[config.mk]
export PLATFORM = sky130hd
export DESIGN_NAME = serial_sort3_flat
export DESIGN_NICKNAME = d
export VERILOG_FILES = /design/src/rtl/serial_sort3_if.sv /design/src/rtl/serial_sort3.sv /design/src/flat_wrapper.sv
export SDC_FILE = /design/constraint.sdc
export NUM_CORES = 1
export LEC_CHECK = 0
export ABC_AREA = 1
export ABC_CLOCK_PERIOD_IN_PS = 2000
export CAP_MARGIN = 25
export CELL_PAD_IN_SITES_DETAIL_PLACEMENT = 0
export CELL_PAD_IN_SITES_GLOBAL_PLACEMENT = 1
export CORE_MARGIN = 2
export CORE_UTILIZATION = 37
export DETAILED_ROUTE_END_ITERATION = 10
export PLACE_DENSITY_LB_ADDON = 0.3
export SLEW_MARGIN = 10
export SYNTH_ARGS = -nofsm -noshare
export SYNTH_HDL_FRONTEND = slang
export SYNTH_SLANG_ARGS = --single-unit
[constraint.sdc]
create_clock -name clk -period 2 [get_ports clk]
set_input_delay 0.4 -clock clk [delete_from_list [all_inputs] [get_ports clk]]
set_output_delay 0.4 -clock clk [all_outputs]
set_load 0.01 [all_outputs]
[src/rtl/serial_sort3_if.sv]
// -----------------------------------------------------------------------------
// serial_sort3_if
//   Stream bundle for serial_sort3: an input valid/ready stream carrying the
//   words to sort, an output valid/ready stream carrying the sorted triple
//   (with out_last on its final word), and a busy status flag.
//
//   Parameters : W - data width
//   Modports   : master - producer/consumer side (drives in_*, out_ready)
//                slave  - sorter side (drives in_ready, out_*, busy)
// -----------------------------------------------------------------------------
interface serial_sort3_if #(
  parameter int W = 8
);
  logic         in_valid;
  logic         in_ready;
  logic [W-1:0] in_data;
  logic         out_valid;
  logic         out_ready;
  logic [W-1:0] out_data;
  logic         out_last;
  logic         busy;

  modport master (
    output in_valid, in_data, out_ready,
    input  in_ready, out_valid, out_data, out_last, busy
  );

  modport slave (
    input  in_valid, in_data, out_ready,
    output in_ready, out_valid, out_data, out_last, busy
  );
endinterface

[src/rtl/serial_sort3.sv]
// -----------------------------------------------------------------------------
// serial_sort3
//   Streaming three-value sorter. Words arrive one per input handshake and are
//   insertion-sorted into three slots (slot0 <= slot1 <= slot2). After the third
//   word the block emits the triple serially, high-to-low when DESCEND = 1 or
//   low-to-high when DESCEND = 0, then returns to collecting. No overlap between
//   triples: input is refused while emitting.
//
//   Parameters : W       - data width (unsigned compare)
//                DESCEND - 1: emit high, mid, low; 0: emit low, mid, high
//   Ports      : clk     - clock, rising edge
//                rst_n   - asynchronous active-low reset
//                s       - stream bundle (slave modport): in_valid/in_ready/
//                          in_data, out_valid/out_ready/out_data/out_last, busy
// -----------------------------------------------------------------------------
module serial_sort3 #(
  parameter int W       = 8,
  parameter bit DESCEND = 1'b1
) (
  input  logic           clk,
  input  logic           rst_n,
  serial_sort3_if.slave  s
);

  typedef enum logic {
    COLLECT = 1'b0,
    EMIT    = 1'b1
  } state_e;

  state_e       state_q, state_d;
  logic [W-1:0] slot_q [3];
  logic [W-1:0] slot_d [3];
  logic [1:0]   cnt_q, cnt_d;
  logic [1:0]   idx_q, idx_d;

  // gt[i]: slot i is occupied and strictly greater than the incoming word.
  // Occupied slots are ascending, so gt is a contiguous run at the top; those
  // entries shift up by one. Equal entries are not "greater", so a new word
  // lands after any existing equals.
  logic [2:0]   gt;
  logic [1:0]   sel;
  logic         emit;

  always_comb begin
    for (int i = 0; i < 3; i++) begin
      gt[i] = (2'(i) < cnt_q) && (slot_q[i] > s.in_data);
    end
  end

  // NOTE: every signal written here gets a default first, so no path through
  // the case leaves it unassigned and no latch is inferred.
  always_comb begin
    state_d = state_q;
    cnt_d   = cnt_q;
    idx_d   = idx_q;
    slot_d  = slot_q;

    case (state_q)
      COLLECT: begin
        // in_ready is 1 throughout COLLECT, so in_valid alone is the handshake.
        if (s.in_valid) begin
          if (cnt_q == 2'd0 || gt[0]) slot_d[0] = s.in_data;
          if (cnt_q == 2'd1 || gt[1]) slot_d[1] = gt[0] ? slot_q[0] : s.in_data;
          if (cnt_q == 2'd2)          slot_d[2] = gt[1] ? slot_q[1] : s.in_data;
          cnt_d = cnt_q + 2'd1;
          if (cnt_q == 2'd2) begin
            state_d = EMIT;
            idx_d   = 2'd0;
          end
        end
      end
      EMIT: begin
        if (s.out_ready) begin
          if (idx_q == 2'd2) begin
            // Slots are left stale; cnt = 0 marks them all empty.
            state_d = COLLECT;
            cnt_d   = 2'd0;
            idx_d   = 2'd0;
          end else begin
            idx_d = idx_q + 2'd1;
          end
        end
      end
      default: state_d = COLLECT;
    endcase
  end

  // NOTE: sequential state uses non-blocking assignments only, so every flop
  // samples the pre-edge values regardless of statement order.
  always_ff @(posedge clk or negedge rst_n) begin
    if (!rst_n) begin
      state_q <= COLLECT;
      cnt_q   <= 2'd0;
      idx_q   <= 2'd0;
      // NOTE: the slots are a three-entry flop array, not a RAM, so they are
      // reset along with the control state and start from known contents.
      for (int i = 0; i < 3; i++) slot_q[i] <= '0;
    end else begin
      state_q <= state_d;
      cnt_q   <= cnt_d;
      idx_q   <= idx_d;
      slot_q  <= slot_d;
    end
  end

  // Handshake flags come from state registers only; no combinational path
  // from in_valid or out_ready.
  assign emit       = (state_q == EMIT);
  assign sel        = DESCEND ? (2'd2 - idx_q) : idx_q;
  assign s.in_ready = !emit;
  assign s.out_valid = emit;
  assign s.out_data = emit ? slot_q[sel] : '0;
  assign s.out_last = emit && (idx_q == 2'd2);
  assign s.busy     = emit || (cnt_q != 2'd0);

endmodule

[src/flat_wrapper.sv]
// flat-port wrapper written by rule: the top's interface ports become plain ports
module serial_sort3_flat 
#(
  parameter int W       = 8,
  parameter bit DESCEND = 1'b1
)
  (clk, rst_n, s_in_valid, s_in_data, s_out_ready, s_in_ready, s_out_valid, s_out_data, s_out_last, s_busy);
  serial_sort3_if #(.W(W)) s_i ();
  input  logic clk;
  input  logic rst_n;
  input wire logic [$bits(s_i.in_valid)-1:0] s_in_valid;
  input wire logic [$bits(s_i.in_data)-1:0] s_in_data;
  input wire logic [$bits(s_i.out_ready)-1:0] s_out_ready;
  output wire logic [$bits(s_i.in_ready)-1:0] s_in_ready;
  output wire logic [$bits(s_i.out_valid)-1:0] s_out_valid;
  output wire logic [$bits(s_i.out_data)-1:0] s_out_data;
  output wire logic [$bits(s_i.out_last)-1:0] s_out_last;
  output wire logic [$bits(s_i.busy)-1:0] s_busy;
  assign s_i.in_valid = s_in_valid;
  assign s_i.in_data = s_in_data;
  assign s_i.out_ready = s_out_ready;
  assign s_in_ready = s_i.in_ready;
  assign s_out_valid = s_i.out_valid;
  assign s_out_data = s_i.out_data;
  assign s_out_last = s_i.out_last;
  assign s_busy = s_i.busy;
  serial_sort3 #(.W(W), .DESCEND(DESCEND)) u_core (.clk(clk), .rst_n(rst_n), .s(s_i));
endmodule
After elaboration in Yosys (flattened, before gate mapping)

Cells that the tools add are included.

Add/subtract/negate cells: 3
Multiply operators: 0
Divide/modulo/power cells: 0
Magnitude comparators: 5
Eq/ne operators: 7
Shift-type cells: 0
Multiplexer cells: 20
Bitwise operators: 2
Reduce and logical (&&, ||, !) cells: 14

Operators by type and width:

| kind                | number |
|---|---|
| $mux 8              | 5 |
| $bmux 8 s2          | 1 |
| $gt 8x8->1          | 2 |
| $reduce_and 3->1    | 5 |
| $mux 2              | 7 |
| $pmux 2 s2          | 2 |
| $ne 2x2->1 const B  | 3 |
| $add 2x1->2 const B | 2 |
| $eq 2x2->1 const B  | 2 |
| $lt 1x2->1 const A  | 2 |
| $mux 1              | 4 |
| $ge 3x3->1 const B  | 1 |
| $logic_and 1x1->1   | 3 |
| $logic_or 1x1->1    | 3 |
| $not 2->3           | 1 |
| $eq 2x1->1 const B  | 1 |
| $logic_not 2->1     | 1 |
| $ne 2x1->1 const B  | 1 |
| $pmux 1 s2          | 1 |
| $reduce_bool 2->1   | 1 |
| $sub 2x2->2 const A | 1 |
| $logic_not 1->1     | 1 |
| $not 1->1           | 1 |

Register bits: 29
Bits in latches: 0
Memory bits (writable): 0
ROM bits: 0
Bits of input ports: 12
Output and inout bits: 12
Logic and storage cells: 57
Memories: 0

Longest topological paths before layout

Gate-level depths: netlist (run 1).

Depth in word-level cells: 6
Gate-level depth with buffers: 15
Depth with buffers taken out: 14

Worst setup path before layout (run 1)

Ideal clock, no wire load.

Kind: flip-flop to output port
Start point: reg u_core.idx_q[0]
End point: out s_out_data[0]
Arrival: 1.917 ns
Data required time: 1.600 ns
Slack: -0.317 ns
Stages on the path, launching flop included: 8
Buffers on the path: 2
Cell sequence: dfrtp_1 clkbuf_1 inv_1 ha_1 clkbuf_1 nor2_1 nand2_1 a21oi_1

Longest elaborated chain between the ends: 6

RTL lines:

| item                                      | line                | text |
|---|---|---|
| start: declaration                        | serial_sort3.sv:34  | `logic [1:0] idx_q, idx_d;` |
| start signal: assignment                  | serial_sort3.sv:101 | `idx_q <= idx_d;` |
| $sub 2x2->2                               | serial_sort3.sv:109 | `assign sel = DESCEND ? (2'd2 - idx_q) : idx_q;` |
| $not 2->3 (implied by the code)           | serial_sort3.sv:112 | `assign s.out_data = emit ? slot_q[sel] : '0;` |
| $bmux 8 s2                                | serial_sort3.sv:112 |  |
| $mux 8 (implied by the code) (2 in a row) | serial_sort3.sv:112 |  |
| $mux 8                                    | serial_sort3.sv:112 |  |
| end: declaration                          | flat_wrapper.sv:16  | `output wire logic [$bits(s_i.out_data)-1:0] s_out_data;` |

No other way between the ends. The select of a mux whose other input is x is not followed.

Worst setup path after layout (run 1)

Start point: reg u_core.idx_q[0]
End point: out s_out_data[1]

The elaborated chain is that of the path after synthesis.

==> results of run 1 <==
[sequential cells by signal, indices dropped and copies added (netlist names)]
name and cells:
u_core.idx_q 2, u_core.slot_q 24, u_core.cnt_q 2, u_core.s.out_valid 1
[final cells by class]
cell class | count | area share
inverters | 25 | 0.0335
flip-flops and latches | 29 | 0.249
repair buffers | 59 | 0.184
clock inverters | 2 | 0.00344
multi-input cells | 220 | 0.474
well taps | 72 | 0.0309
clock buffers | 6 | 0.0249
[power groups by stage]
stage                     clock network, W  logic (W)  registers [W]
after floorplan                          0    0.00170        0.00105
after detailed placement                 0    0.00250        0.00109
after global placement                   0    0.00247        0.00109
final                             0.000482    0.00282        0.00110
after CTS                         0.000491    0.00262        0.00109
after global routing              0.000528    0.00315        0.00113
[cell usage in the layout (no fill, tap or decap), types with 8 or more instances in the layout]
cell,n
inv_1,9
a21oi_2,9
nand2_2,12
buf_2,8
ha_1,17
o21ai_1,17
nand2_1,104
nor2_1,8
inv_2,15
dfrtp_1,29
dlymetal6s2s_1,8
nand4_1,8
buf_4,28
[final timing paths]
check / from / end / cells after the start
worst max-delay path: u_core.idx_q[0] / s_out_data[1] / 9
worst min-delay path: s_in_data[2] / u_core.slot_q[10] / 5
worst max register to register: u_core.slot_q[21] / u_core.slot_q[9] / 10
worst min register to register: u_core.slot_q[8] / u_core.slot_q[8] / 2
max in group asynchronous: rst_n / u_core.slot_q[14] / 2
min in group asynchronous: rst_n / u_core.slot_q[7] / 2
[critical path: stages, from the launching register on]
cell        delay [ps]
dfrtp_1            390
clkinvlp_4         120
ha_4               230
buf_6              130
nor2_4             180
buf_6              130
buf_6               80
nand2_2             40
a21oi_2            120
buf_2              150
[per-layer routing]
layer,share of wire,track usage
met1,0.45,0.262
met3,0.037,0.0475
met4,0.014,0.0448
met5,0,0
met2,0.50,0.330
[per-stage QoR]
stage	hold WS [ps]	setup TNS, ps
2_1_floorplan	104	0
3_3_place_gp	463	-7490
3_5_place_dp	466	-7930
4_1_cts	484	-1160
5_1_grt	486	-2060
6_report	463	-1290
[what timing repair did]
| action | CTS | global route |
|---|---|---|
| setup buffers | 8 | 3 |
| endpoints found under the setup margin | 12 | 34 |
| cloned | 0 | 1 |
| pin swaps | 3 | 11 |
| resized for setup | 40 | 33 |
[kinds of logic (layout without fill, tap and decap cells)]
logic type / after synthesis / in the layout / synth area share
adders and majority gates: 21 / 21 / 0.124
buffers and inverters: 31 / 92 / 0.0650
AOI/OAI and AO/OA: 51 / 51 / 0.150
and+or+nand+nor: 148 / 148 / 0.318
DFF: 29 / 29 / 0.343
==> out/metrics.yaml, run 1 <==
seqCellArea_um2: 726
hold_viol: 0
setup_viol: 8
path_clk_slew_ps: 60
p_per_area_mw_per_mm2: 1510
hpwl_um: 4210
clockBufferDepth: 2
yosysSeqAreaShare: 0.343
p_clk_frac: 0.110
drtIter0Drc: 72
numCtsBuffers: 5
cp.required_ps: 1600
ir_drop_mv: 0.980
pre_cts_slack_ps: -298
cts_sinks: 29
fin_util: 0.529
power_w: 0.00440
core.rowCount: 27
p_leak_nw: 1.54
synth_area_mm2: 0.00212
fin_cells: 413
grt_antenna_before_repair: 0
ctsHoldBuffers: 0
nFillCells: 536
port_buffers: 23
pwr-share-comb: 0.641
p_int_w: 0.00237
cts_root_buf: "clkbuf_8"
hp-class: "input port to flip-flop"
violations: "setup timing"
finish.net_count: 373
status: "finished with violations"
max_slew_margin: 0.739
avgRoutedWirePerCell_um: 13.9
arrival_ps: 1840
ys_seq_elements: 29
yosys_warnings: 0
criticalPathCategory: "flip-flop to output pin"
synthTopCellsByCount: "nand2_1, dfrtp_1, ha_1"
overflow: 0
multi_input_area_mm2: 0.00138
htreeDepth: 2
vias_per_cell: 4.85
fin_ws_ps: -244
clkLatencyLatePin_ps: 290
reg2reg_slack_ps: 210
pwr-share-seq: 0.250
yosysTopAreaCell: "dfrtp_1"
drc: 0
start_kind: "flip-flop"
area_growth_pct: 37.4
antennaDiodeCount: 0
synth_flop_cell: "dfrtp_1"
post-route-period-util: 1.12
vias: 2003
grt_usage: 0.199
design.core.area_mm2: 0.00551
rsz0062_at_grt: "true"
synth_edf_count: 0
ios: 24
grt_max_degree: 30
synth_top_area_frac: 0.343
die_width_um: 79.7
fmax_mhz: 446
synth_fp_nets: 313
antenna_left: 0
grt_pass1_vias: 1961
synth.area.top_cells: "dfrtp_1, nand2_1, ha_1, o21ai_1, inv_1"
final_area_mm2: 0.00291
syn_avg_cell_area_um2: 7.57
place.gp.congestion: 0.834
maxSlewViolCount: 0
synth.distinct_cells: 26
synthesis.instances: 280
yosysMostFrequentCell: "nand2_1"
drv_cap: 0
switching_share: 0.462
worst_pin_slew_ps: 392
fp.dieH_um: 79.7
end_kind: "output pin"
start_util: 0.385
drive_gt1_frac: 0.331
place_inst: 394
grt_pass1_wl_um: 9670
place_area_mm2: 0.00265
clock_skew_ps: 4.81
p_sw_w: 0.00203
critical_path_peak_fanout: 5
period_minus_slack_ps: 2240
cts_tree: "yes"
wl_um: 5720
drt-pass1-iter-count: 4
async_flop_share: 1.00
die_area_mm2: 0.00635
Note: power is estimated with default switching activity, not from simulation.
==> run 2: changes to the inputs <==
--- a/config.mk
+++ b/config.mk
@@ -6,12 +6,12 @@
 export NUM_CORES = 1
 export LEC_CHECK = 0
 export ABC_AREA = 1
-export ABC_CLOCK_PERIOD_IN_PS = 2000
+export ABC_CLOCK_PERIOD_IN_PS = 2300
 export CAP_MARGIN = 25
 export CELL_PAD_IN_SITES_DETAIL_PLACEMENT = 0
 export CELL_PAD_IN_SITES_GLOBAL_PLACEMENT = 1
-export CORE_MARGIN = 2
-export CORE_UTILIZATION = 37
+export CORE_MARGIN = 1.5
+export CORE_UTILIZATION = 41
 export DETAILED_ROUTE_END_ITERATION = 10
 export PLACE_DENSITY_LB_ADDON = 0.3
 export SLEW_MARGIN = 10
==> constraint.sdc (replaced) <==
create_clock -name clk -period 2.3 [get_ports clk]
set_input_delay 0.46 -clock clk [delete_from_list [all_inputs] [get_ports clk]]
set_output_delay 0.46 -clock clk [all_outputs]
set_load 0.01 [all_outputs]
==> out/metrics.yaml, run 2 (synthesized netlist as in run 1, its figures left out) <==
status: "finished, final reports clean"
min_from: "u_core.slot_q[8]"
area_growth_pct: 26.9
cp_slowest_cell: "clkdlybuf4s50_1"
fin_cells: 395  # -4.4%
critical_path_peak_fanout: 9  # +4
p_leak_nw: 1.42  # -7.9%
hp-class: "flip-flop to flip-flop"
grt_max_degree: 30  # unchanged
port_buffers: 23  # unchanged
design.core.area_mm2: 0.00485  # -12%
post-route-period-util: 0.956
overflow: 0  # unchanged
drtIter0Drc: 138  # +92%
min_to: "u_core.slot_q[8]"
arrival_ps: 1740  # -100 ps
clkLatencyLatePin_ps: 280  # about the same
criticalPathCategory: "flip-flop to output pin"
top_layer_used: "met4"
hold_depth: 2  # -3
avgRoutedWirePerCell_um: 13.2  # -4.9%
wl_um: 5200  # -9.1%
start_util: 0.437  # +0.0522
place_area_mm2: 0.00260  # -2.0%
cts_root_buf: "clkbuf_8"
startpoint: "u_core.idx_q[0]"
ios: 24  # unchanged
cts_sinks: 29  # unchanged
die_width_um: 74.9  # -6.0%
end_kind: "output pin"
clock_skew_ps: 7.03  # +2.23 ps
fmax_mhz: 455
start_kind: "flip-flop"
core.rowCount: 25  # -7.4%
route.met2.wl_um: 2470  # -13%
layout_commonest_cell: "nand2_1"
top_regs: "u_core.slot_q: 24 flops, u_core.cnt_q: 2 flops, u_core.idx_q: 2 flops"
clockBufferDepth: 2  # unchanged
vias_per_cell: 4.94  # +1.9%
nFillCells: 462  # -14%
ir_drop_mv: 0.668  # -32%
largest_reg_flops: 24  # unchanged
final_area_mm2: 0.00269  # -7.6%
path_clk_slew_ps: 60  # about the same
reg2reg_slack_ps: 550  # +340 ps
drc: 0  # unchanged
slowest_delay_ps: 520  # +130 ps
antenna_left: 0  # unchanged
crit_chain: "inv_1 > buf_6 > ha_1 > nand2_1 > inv_1 > clkdlybuf4s50_1"
fp.dieH_um: 74.9  # -6.0%
r2r-end: "u_core.slot_q[20]"
grt_pass1_wl_um: 8850  # -8.4%
hold_viol: 0  # unchanged
period_minus_slack_ps: 2200
final_cell_mix: "nand2_1, dfrtp_1, buf_4, ha_1"
antennaDiodeCount: 0  # unchanged
place.gp.congestion: 0.849  # +1.9%
wl_met3_um: 149  # -30%
post-cts-setup-buffers: 0  # -8
drive_gt1_frac: 0.192  # -0.139
drv_cap: 0  # unchanged
drt-pass1-iter-count: 4  # unchanged
grt_pass1_vias: 1831  # -6.6%
worst_pin_slew_ps: 389  # -2.74 ps
grt_usage: 0.211  # +0.0115
setup_viol: 0  # -8
seqCellArea_um2: 726  # unchanged
worstRegToRegCells: 9  # -1
die_area_mm2: 0.00561  # -12%
grt_antenna_before_repair: 0  # unchanged
r2r_start: "u_core.slot_q[23]"
place_inst: 388  # -1.5%
htreeDepth: 2  # unchanged
vias: 1952  # -2.5%
finish.net_count: 361  # -3.2%
p_per_area_mw_per_mm2: 1270  # -16%
multi_input_area_mm2: 0.00127  # -8.0%
max_slew_margin: 0.741  # +0.00182
rsz0062_at_grt: "false"
numCtsBuffers: 5  # unchanged
cp.required_ps: 1840  # +240 ps
cp_common_cell: "inv_1"
met1_length_um: 2520  # -2.6%
largest-register: "u_core.slot_q"
maxSlewViolCount: 0  # unchanged
hpwl_um: 4050  # -3.7%
cts_tree: "yes"
## run 2: repair_timing
item,in CTS,in global routing
endpoints found under the setup margin,8,8
resized for setup,8,3
hold buffers,0,0
## run 2: final cells by class
class                   count  share of cell area
well taps                  67              0.0312
inverters                  25              0.0349
flip-flops and latches     29               0.270
clock buffers               7              0.0321
repair buffers             47               0.160
multi-input cells         220               0.472
## run 2: worst max-delay path by stage
| stage | endpoint | slack [ps] |
|---|---|---|
| 5_1_grt | s_out_data[0] | 0.3 |
| 3_5_place_dp | u_core.slot_q[20] | -60 |
| 2_1_floorplan | s_out_data[0] | 120 |
| 6_report | s_out_last | 100 |
| 4_1_cts | s_out_data[2] | 40 |
| 3_3_place_gp | u_core.slot_q[23] | -30 |
## run 2: worst max-delay path: cells and delay by family, from the launching register on
family        cells  cell delay, ps
buf+inv           4             860
flops             1             380
fa+ha+maj         1             170
simple gates      1              50
## run 2: routing by layer
metal,vias up,track usage
met4,0,0.0606
met3,6,0.0442
met2,34,0.335
li1,1003,-
met1,909,0.290
met5,-,0
## run 2: where the power goes
part	switching (W)	leakage, nW	total (W)	internal, W
logic	0.00112	1.01	0.00200	0.000880
registers	0.000245	0.365	0.000984	0.000740
clock network	0.000188	0.0443	0.000425	0.000237
## run 2: through the flow
step	power [W]	hold slack, ps	setup TNS (ps)	worst slack (ps)	util
after detailed placement	0.00303	470	-430	-56.3	0.535
after global routing	0.00375	503	0	0.296	0.555
final	0.00341	480	0	102	0.555
after floorplan	0.00226	164	0	125	-
after global placement	0.00301	467	-293	-29.2	0.535
after CTS	0.00341	485	0	43.8	0.551
==> run 3: changes to the inputs <==
--- a/config.mk
+++ b/config.mk
@@ -14,6 +14,7 @@
 export CORE_UTILIZATION = 41
 export DETAILED_ROUTE_END_ITERATION = 10
 export PLACE_DENSITY_LB_ADDON = 0.3
+export SKIP_CTS_REPAIR_TIMING = 1
 export SLEW_MARGIN = 10
 export SYNTH_ARGS = -nofsm -noshare
 export SYNTH_HDL_FRONTEND = slang
==> out/metrics.yaml, run 3 (synthesized netlist as in run 1, its figures left out) <==
drive_gt1_frac: 0.186  # -0.00610
finish.net_count: 361  # unchanged
htreeDepth: 2  # unchanged
place_area_mm2: 0.00260  # unchanged
p_leak_nw: 1.52  # +6.7%
rsz0062_at_grt: "false"
layout_commonest_cell: "nand2_1"
cts_root_buf: "clkbuf_8"
avgRoutedWirePerCell_um: 13.2  # +0.37%
top_regs: "u_core.slot_q: 24 flops, u_core.cnt_q: 2 flops, u_core.idx_q: 2 flops"
post-route-period-util: 0.943  # -0.0124
ios: 24  # unchanged
drtIter0Drc: 131  # -5.1%
cts_sinks: 29  # unchanged
antenna_left: 0  # unchanged
nFillCells: 461  # -0.22%
port_buffers: 23  # unchanged
min_to: "u_core.slot_q[8]"
design.core.area_mm2: 0.00485  # unchanged
place_inst: 388  # unchanged
r2r_start: "u_core.slot_q[15]"
setup_viol: 0  # unchanged
clockBufferDepth: 2  # unchanged
wl_um: 5220  # +0.37%
period_minus_slack_ps: 2170  # -28.6 ps
drv_cap: 0  # unchanged
largest-register: "u_core.slot_q"
core.rowCount: 25  # unchanged
die_area_mm2: 0.00561  # unchanged
drc: 0  # unchanged
clkLatencyLatePin_ps: 280  # about the same
max_slew_margin: 0.735  # -0.00599
critical_path_peak_fanout: 9  # unchanged
hold_depth: 2  # unchanged
start_util: 0.437  # unchanged
grt_max_degree: 30  # unchanged
drt-pass1-iter-count: 4  # unchanged
p_per_area_mw_per_mm2: 1260  # -0.40%
place.gp.congestion: 0.849  # unchanged
arrival_ps: 1710  # -30 ps
die_width_um: 74.9  # unchanged
numCtsBuffers: 5  # unchanged
clock_skew_ps: 7.89  # +0.860 ps
cts_tree: "yes"
grt_pass1_wl_um: 8830  # -0.31%
worstRegToRegCells: 10  # +1
area_growth_pct: 27.6
final_area_mm2: 0.00270  # +0.51%
fin_cells: 395  # unchanged
final_cell_mix: "nand2_1, dfrtp_1, buf_4, ha_1, inv_1"
worst_pin_slew_ps: 398  # +8.98 ps
r2r-end: "u_core.slot_q[0]"
seqCellArea_um2: 726  # unchanged
fmax_mhz: 461  # +1.3%
fp.dieH_um: 74.9  # unchanged
start_kind: "flip-flop"
ir_drop_mv: 0.664  # -0.52%
status: "finished, final reports clean"
vias_per_cell: 4.94  # about the same
overflow: 0  # unchanged
vias: 1953  # +0.051%
fin_ws_ps: 131  # +28.6 ps
min_from: "u_core.slot_q[8]"
hpwl_um: 4050  # unchanged
hp-class: "flip-flop to flip-flop"
fin_util: 0.557  # +0.00284
largest_reg_flops: 24  # unchanged
pre_cts_slack_ps: -56.3  # unchanged
criticalPathCategory: "flip-flop to output pin"
end_kind: "output pin"
cp.required_ps: 1840  # about the same
grt_pass1_vias: 1823  # -0.44%
grt_antenna_before_repair: 0  # unchanged
multi_input_area_mm2: 0.00126  # -0.99%
hold_viol: 0  # unchanged
antennaDiodeCount: 0  # unchanged
grt_usage: 0.210  # -0.000560
path_clk_slew_ps: 60  # about the same
maxSlewViolCount: 0  # unchanged
reg2reg_slack_ps: 560  # about the same
==> run 3: cell types whose count changed in the layout (fill, tap and decap cells not counted), sizes merged <==
cell,before,now
dlymetal6s2s,0,8
dlygate4sd2,8,0
==> run 3: layout make-up <==
class | count | area share
clock buffer | 7 | 0.0319
inverter | 25 | 0.0347
multi-input combinational | 220 | 0.465
sequential | 29 | 0.269
tap | 67 | 0.0310
timing repair buffer | 47 | 0.169
==> run 3: where the power goes <==
part | total (W) | internal, W | switching, W | leakage (nW)
logic | 0.00201 | 0.000897 | 0.00111 | 1.11
registers | 0.000979 | 0.000740 | 0.000239 | 0.365
clock network | 0.000423 | 0.000237 | 0.000186 | 0.0443
==> run 3: layer usage <==
layer | vias up | track usage | part of all wire
met5 | - | 0 | 0
met4 | 0 | 0.0606 | 0.012
met3 | 6 | 0.0442 | 0.028
met2 | 37 | 0.334 | 0.47
met1 | 906 | 0.289 | 0.49
li1 | 1004 | - | -
==> run 3: metrics by stage <==
step | total power [W] | setup TNS (ps) | hold slack [ps]
6_report | 0.00341 | 0 | 479
5_1_grt | 0.00376 | 0 | 503
4_1_cts | 0.00347 | -1670 | 485
3_5_place_dp | 0.00303 | -430 | 470
3_3_place_gp | 0.00301 | -293 | 467
2_1_floorplan | 0.00226 | 0 | 164
==> run 3: worst max-delay path by stage <==
stage                        end             from  slack (ps)  depth (start not counted)
2_1_floorplan      s_out_data[0]  u_core.idx_q[0]         120                          7
3_3_place_gp   u_core.slot_q[23]     s_in_data[7]         -30                         11
3_5_place_dp   u_core.slot_q[20]     s_in_data[7]         -60                         11
4_1_cts            s_out_data[2]  u_core.idx_q[1]        -240                          7
5_1_grt               s_out_last  u_core.idx_q[0]          20                          6
6_report              s_out_last  u_core.idx_q[0]         130                          6
==> run 3: critical path: stages (launching register included) <==
cell and delay, ps:
dfrtp_1 380, inv_1 80, buf_4 170, ha_1 180, nand2_1 50, inv_1 60
clkdlybuf4s50_1 520
